### config.mk
export PLATFORM = sky130hd
export DESIGN_NAME = reg_bank_ab
export DESIGN_NICKNAME = d
export VERILOG_FILES = /design/src/rtl/reg_bank_ab.sv
export SDC_FILE = /design/constraint.sdc
export NUM_CORES = 2
export LEC_CHECK = 0
export CORE_ASPECT_RATIO = 1.4
export CORE_MARGIN = 2
export CORE_UTILIZATION = 30
export DETAILED_ROUTE_END_ITERATION = 10
export SLEW_MARGIN = 15
export SYNTH_ARGS = -nofsm -noshare
export SYNTH_HDL_FRONTEND = slang
export SYNTH_SLANG_ARGS = --single-unit
export TNS_END_PERCENT = 30
### constraint.sdc
create_clock -name CLK -period 76.7 [get_ports CLK]
set_input_delay 11.505 -clock CLK [delete_from_list [all_inputs] [get_ports CLK]]
set_output_delay 11.505 -clock CLK [all_outputs]
set_load 0.01 [all_outputs]
### src/rtl/reg_bank_ab.sv
// 32 x XLEN register bank with latched A/B operand registers for the multicycle datapath.
// Optional build macro REG_BYPASS_EN forwards a same-cycle write onto the read ports.
module reg_bank_ab #(
  parameter int               XLEN    = 64,
  parameter logic [XLEN-1:0]  SP_INIT = 64'h0000_0000_0000_03FC
) (
  input  logic            CLK,
  input  logic            RESET,
  input  logic [4:0]      RS1,
  input  logic [4:0]      RS2,
  input  logic [4:0]      RD,
  input  logic            BANCO_WIRE,
  input  logic [XLEN-1:0] WRITE_DATA,
  input  logic            LOAD_A,
  input  logic            LOAD_B,
  output logic [XLEN-1:0] READ_A,
  output logic [XLEN-1:0] READ_B,
  output logic [XLEN-1:0] REG_A_OUT,
  output logic [XLEN-1:0] REG_B_OUT
);

  logic [XLEN-1:0] regs [32];
  logic            wr_en;
  logic            fwd_a;
  logic            fwd_b;

  assign wr_en = BANCO_WIRE && (RD != 5'd0);

`ifdef REG_BYPASS_EN
  assign fwd_a = wr_en && (RD == RS1);
  assign fwd_b = wr_en && (RD == RS2);
`else
  assign fwd_a = 1'b0;
  assign fwd_b = 1'b0;
`endif

  // x0 is forced to zero at the port so no forwarding or stored value can leak through.
  always_comb begin
    READ_A = '0;
    if (RS1 != 5'd0) READ_A = fwd_a ? WRITE_DATA : regs[RS1];
  end

  always_comb begin
    READ_B = '0;
    if (RS2 != 5'd0) READ_B = fwd_b ? WRITE_DATA : regs[RS2];
  end

  always_ff @(posedge CLK or posedge RESET) begin
    if (RESET) begin
      for (int i = 0; i < 32; i++) regs[i] <= (i == 2) ? SP_INIT : '0;
      REG_A_OUT <= '0;
      REG_B_OUT <= '0;
    end else begin
      if (wr_en) regs[RD] <= WRITE_DATA;
      if (LOAD_A) REG_A_OUT <= READ_A;
      if (LOAD_B) REG_B_OUT <= READ_B;
    end
  end

endmodule

* Word-level counts from Yosys, hierarchy flattened *
Index checks and enable logic that the tools add are counted.

word-level totals
  output and inout bits = 256
  register bits = 2176
  input bits = 84
  logic and storage cells = 57

operators by class
  $lt $le $gt $ge = 4
  multiplexer cells = 11
  reductions and logical operators = 5
  bitwise gates (word level) = 3

operators with widths
  kind                                                                   count
  2048-bit bitwise mux                                                   1
  64-bit binary-select mux with 5-bit select                             2
  64-bit 2-to-1 mux                                                      7
  64-bit demux with 5-bit select                                         1
  6-bit greater-or-equal comparator (second input constant)              3
  5-bit NOT with 6-bit output                                            3
  5-bit nonzero test                                                     3
  6-bit by 1-bit < comparator with 1-bit output (second input constant)  1
  1-bit logical AND                                                      2

* Longest topological paths before layout *
  word-level depth = 6
  gate-level depth with buffers = 11
  mapped depth without buffers = 5

* Least setup slack after synthesis *
No wires, ideal clock.

  path type = input port to output port
  from = in RS2[0]
  to = out READ_B[26]
  data required time = 65.195 ns
  arrival time = 13.511 ns
  path buffers = 3
  path slack = 51.684 ns
  cell stages on the path = 7
  path through = buf_2 > buf_4 > buf_1 > mux4_2 > mux4_2 > nand2_1 > nand2_1

on the way
  cells in the longest elaborated chain, start to end = 5
  elaborated cells between the ends (all ways) = 6
  classes of those cells = 4 x mux; 1 x bitwise; 1 x reduce/logical

ends and longest elaborated chain
  what                                                   RTL line  source
  start: declaration                                     10        input logic [4:0] RS2,
  5-bit NOT with 6-bit output (not written as such)      45        if (RS2 != 5'd0) READ_B = fwd_b ? WRITE_DATA : regs[RS2];
  64-bit binary-select mux with 5-bit select             45
  64-bit 2-to-1 mux (not written as such) (2 in series)  45
  64-bit 2-to-1 mux (*)                                  45
  end: declaration                                       17        output logic [XLEN-1:0] READ_B,

Every way passes the cells marked *; elsewhere a longest branch is shown, timed or not. The select of a mux whose other input is x is not followed.

* Worst setup path after layout *
  from = in RS2[2]
  to = out READ_B[59]

Same word-level chain as after synthesis.

==> results.py <==
metrics = {
    "status": {
        "status": "complete, no violations",
    },
    "synth": {
        "yosysSeqAreaShare_pct": 48.0,
        "synthFlopType": "dfrtp_1",
        "syn-num-nets": 7414,
        "syn_area_um2": 113000,
        "syn_inst": 7330,
        "synth_enable_flop_cells": 0,
        "yosys-top-cells-area": "dfrtp_1, mux2_2, mux4_2, mux2i_1, clkbuf_1",
        "syn-mean-instance-area_um2": 15.5,
        "synth_top_area_cell": "dfrtp_1",
        "synthArstFlopShare_pct": 100,
        "synth.distinct_cells": 60,
        "yosysTopAreaCellShare_pct": 47.8,
        "synth-seq-cells": 2176,
        "ys_warn_count": 0,
    },
    "clock_tree": {
        "cts.sinks": 2176,
        "clkTransAtPathRegs_ps": 60,
        "clkLatencyLatePin_ps": 950,
        "h-tree-depth": 4,
        "postCtsSetupRepairBufs": 0,
        "root_buffer": "clkbuf_16",
        "clockBufferDepth": 4,
        "cts_resized": 0,
        "tritoncts": "done",
        "cts.hold.buffers_added": 0,
        "cts_made_buffers": 231,
    },
    "sta": {
        "relSlewSlack_pct": 9.77,
        "fin_crit_ps": 28690,
        "setup-violations-final": 0,
        "hold_slack_ps": 377,
        "min_period_over_period_pct": 37.4,
        "tns_ps": 0,
        "worst_slew_pin_slew_ps": 1350,
        "report.final.slew_viol_count": 0,
        "rsz0062_at_grt": "no",
        "finalClockSkew_ps": 67.4,
        "final_hold_viol_count": 0,
        "fmax_ghz": 0.0349,
    },
    "route": {
        "wl_mm": 408,
        "vias": 71784,
        "ant_nets": 0,
        "vias_per_cell": 5.77,
        "drtIter0Drc": 6210,
        "drc": 0,
        "first_pass_iters": 5,
        "wl_per_cell_um": 32.7,
    },
    "setup_path": {
        "rrSetupSlack_ps": 74190,
        "worst-r2r-cell-count": 6,
        "worstSetupStartpoint": "RS2[2]",
        "cp-end-kind": "output port",
        "path_max_fanout": 64,
        "required_ps": 65190,
        "worstPathArrival_ps": 17180,
        "path_class": "input pin to output port",
        "r2r_end": "REG_B_OUT[60]$_DFFE_PP0P_",
        "r2r_start": "regs[892]$_DFFE_PP0P_",
        "start_kind": "input pin",
    },
    "cells_and_area": {
        "area_growth_pct": 14.2,
        "final_cells": 12444,
        "utilization_pct": 34.4,
        "drive_above_1_share_pct": 51.5,
        "layout.nets": 7344,
    },
    "global_route": {
        "gr-usage-all-layers_pct": 21.0,
        "overflow": 0,
        "antenna_found_initial": 51,
        "grt_first_pass_wirelength_mm": 583,
        "grt_max_degree": 188,
        "grt_pass1_vias": 76473,
    },
    "die": {
        "die-area_um2": 383000,
        "die-width_um": 524,
        "rows": 267,
        "fp.dieH_um": 732,
        "core_um2": 377000,
        "initial_core_util_pct": 30.1,
        "ioPinCount": 340,
    },
    "pwr": {
        "power_mw": 3.52,
        "internal-power_mw": 2.53,
        "swShare_pct": 28.1,
        "power.leakage_nw": 54.7,
        "seq_power_share_pct": 43.6,
        "ir_drop_uv": 20.5,
        "p_comb_share_pct": 21.4,
        "pwr_density_cell_nw_per_um2": 27.1,
        "p_sw_uw": 987,
        "clock_power_share_pct": 35.0,
    },
    "placed_design": {
        "gp_congestion": 0.809,
        "dp_hpwl_mm": 241,
        "io_buffers": 339,
        "place_inst": 12002,
    },
    "hold_path": {
        "hold_depth": 0,
        "hold_end": "regs[1995]$_DFFE_PP0P_",
        "min_from": "regs[1995]$_DFFE_PP0P_",
        "min_path_type": "flop to flop",
    },
    "job": {
        "maxCapViolCount": 0,
    },
}
[power groups by stage]
stage	sequential [mW]	clock (mW)	combinational, mW
final	1.53	1.23	0.753
after global routing	1.56	1.30	0.801
after CTS	1.53	1.25	0.759
after detailed placement	1.55	0	0.757
after global placement	1.53	0	0.739
after floorplan	1.51	0	0.538
[routing by layer]
layer  part of all wire [%]  global-route usage [%]  up-vias
met3                    6.9                    3.99      966
met5                  0.040                       0        -
met4                    6.0                    10.9       28
met2                     48                    34.1     3127
li1                       -                       -    28110
met1                     39                    26.4    39553
[metrics by stage]
stage,cell area [µm²],setup slack (ps)
2_1_floorplan,113000,3730
3_3_place_gp,121000,48100
3_5_place_dp,121000,48100
4_1_cts,130000,48110
5_1_grt,130000,48000
6_report,130000,48010
[synth_stat cells, types with 9 or more instances]
master     count
a22o_1        47
o211ai_1      49
dfrtp_1     2168
mux2i_1      237
a31oi_1       52
mux2_2      2156
a22oi_1       26
mux2_1        52
nor3_1        28
a2111oi_0     18
o22ai_1       70
clkbuf_1     540
nand2_1      204
buf_6         29
nand2b_1       9
and2_1        11
nand3_1       22
nor4_1        20
buf_4         56
o31ai_1       19
mux4_2      1022
a211oi_1      25
nor2_1       113
nor2b_1       48
o21ai_1       10
buf_2        171
buf_1         29
[critical path, stage by stage]
cell	delay, ps
buf_8	490
buf_4	400
buf_4	670
buf_4	830
buf_4	750
mux4_2	340
mux4_2	230
nor2_1	50
a2111oi_2	900
clkdlybuf4s50_1	700
[cell families after synthesis]
family                 Yosys count  synth area share (%)
muxes                         3467                  44.3
DFF                           2176                  48.0
buffers and inverters          830                  3.31
and+or+nand+nor                490                  1.98
AOI/OAI and AO/OA              367                  2.43
[final cells by class]
type	instances	area, µm²
diodes	18	45.0
well taps	4976	6230
clock buffers	317	6640
repair buffers	523	5060
inverters	4	25.0
flip-flops and latches	2176	54500
multi-input cells	4324	55600
fillers	35685	248000
clock inverters	106	1600
[registers in the layout (all words and copies together) (netlist names)]
signal and cells:
REG_B_OUT 64, regs 2048, REG_A_OUT 64
[placed cells by master (no fill, tap or decap), types with 22 or more instances in the layout]
| master | n |
|---|---|
| dfrtp_1 | 2168 |
| mux2_2 | 2156 |
| mux4_2 | 1022 |
| clkdlybuf4s50_1 | 327 |
| mux2i_1 | 237 |
| clkbuf_16 | 233 |
| nand2_1 | 189 |
| buf_4 | 164 |
| nor2_1 | 93 |
| o22ai_1 | 70 |
| a31oi_1 | 52 |
| mux2_1 | 52 |
| clkbuf_8 | 50 |
| o211ai_1 | 49 |
| a22o_1 | 47 |
| nor2b_1 | 43 |
| clkinv_2 | 39 |
| clkbuf_1 | 35 |
| bufinv_16 | 34 |
| nor3_1 | 28 |
| a22oi_1 | 26 |
| a211oi_1 | 24 |
| nand3_1 | 22 |
[worst max-delay path by stage]
stage	to	slack, ps	cells after the start
2_1_floorplan	REG_A_OUT[0]$_DFFE_PP0P_	3730	1
3_3_place_gp	READ_B[49]	48100	10
3_5_place_dp	READ_B[52]	48100	10
4_1_cts	READ_B[52]	48110	10
5_1_grt	READ_B[59]	48000	10
6_report	READ_B[59]	48010	10
No activity file was read; power rests on OpenSTA's default activity.
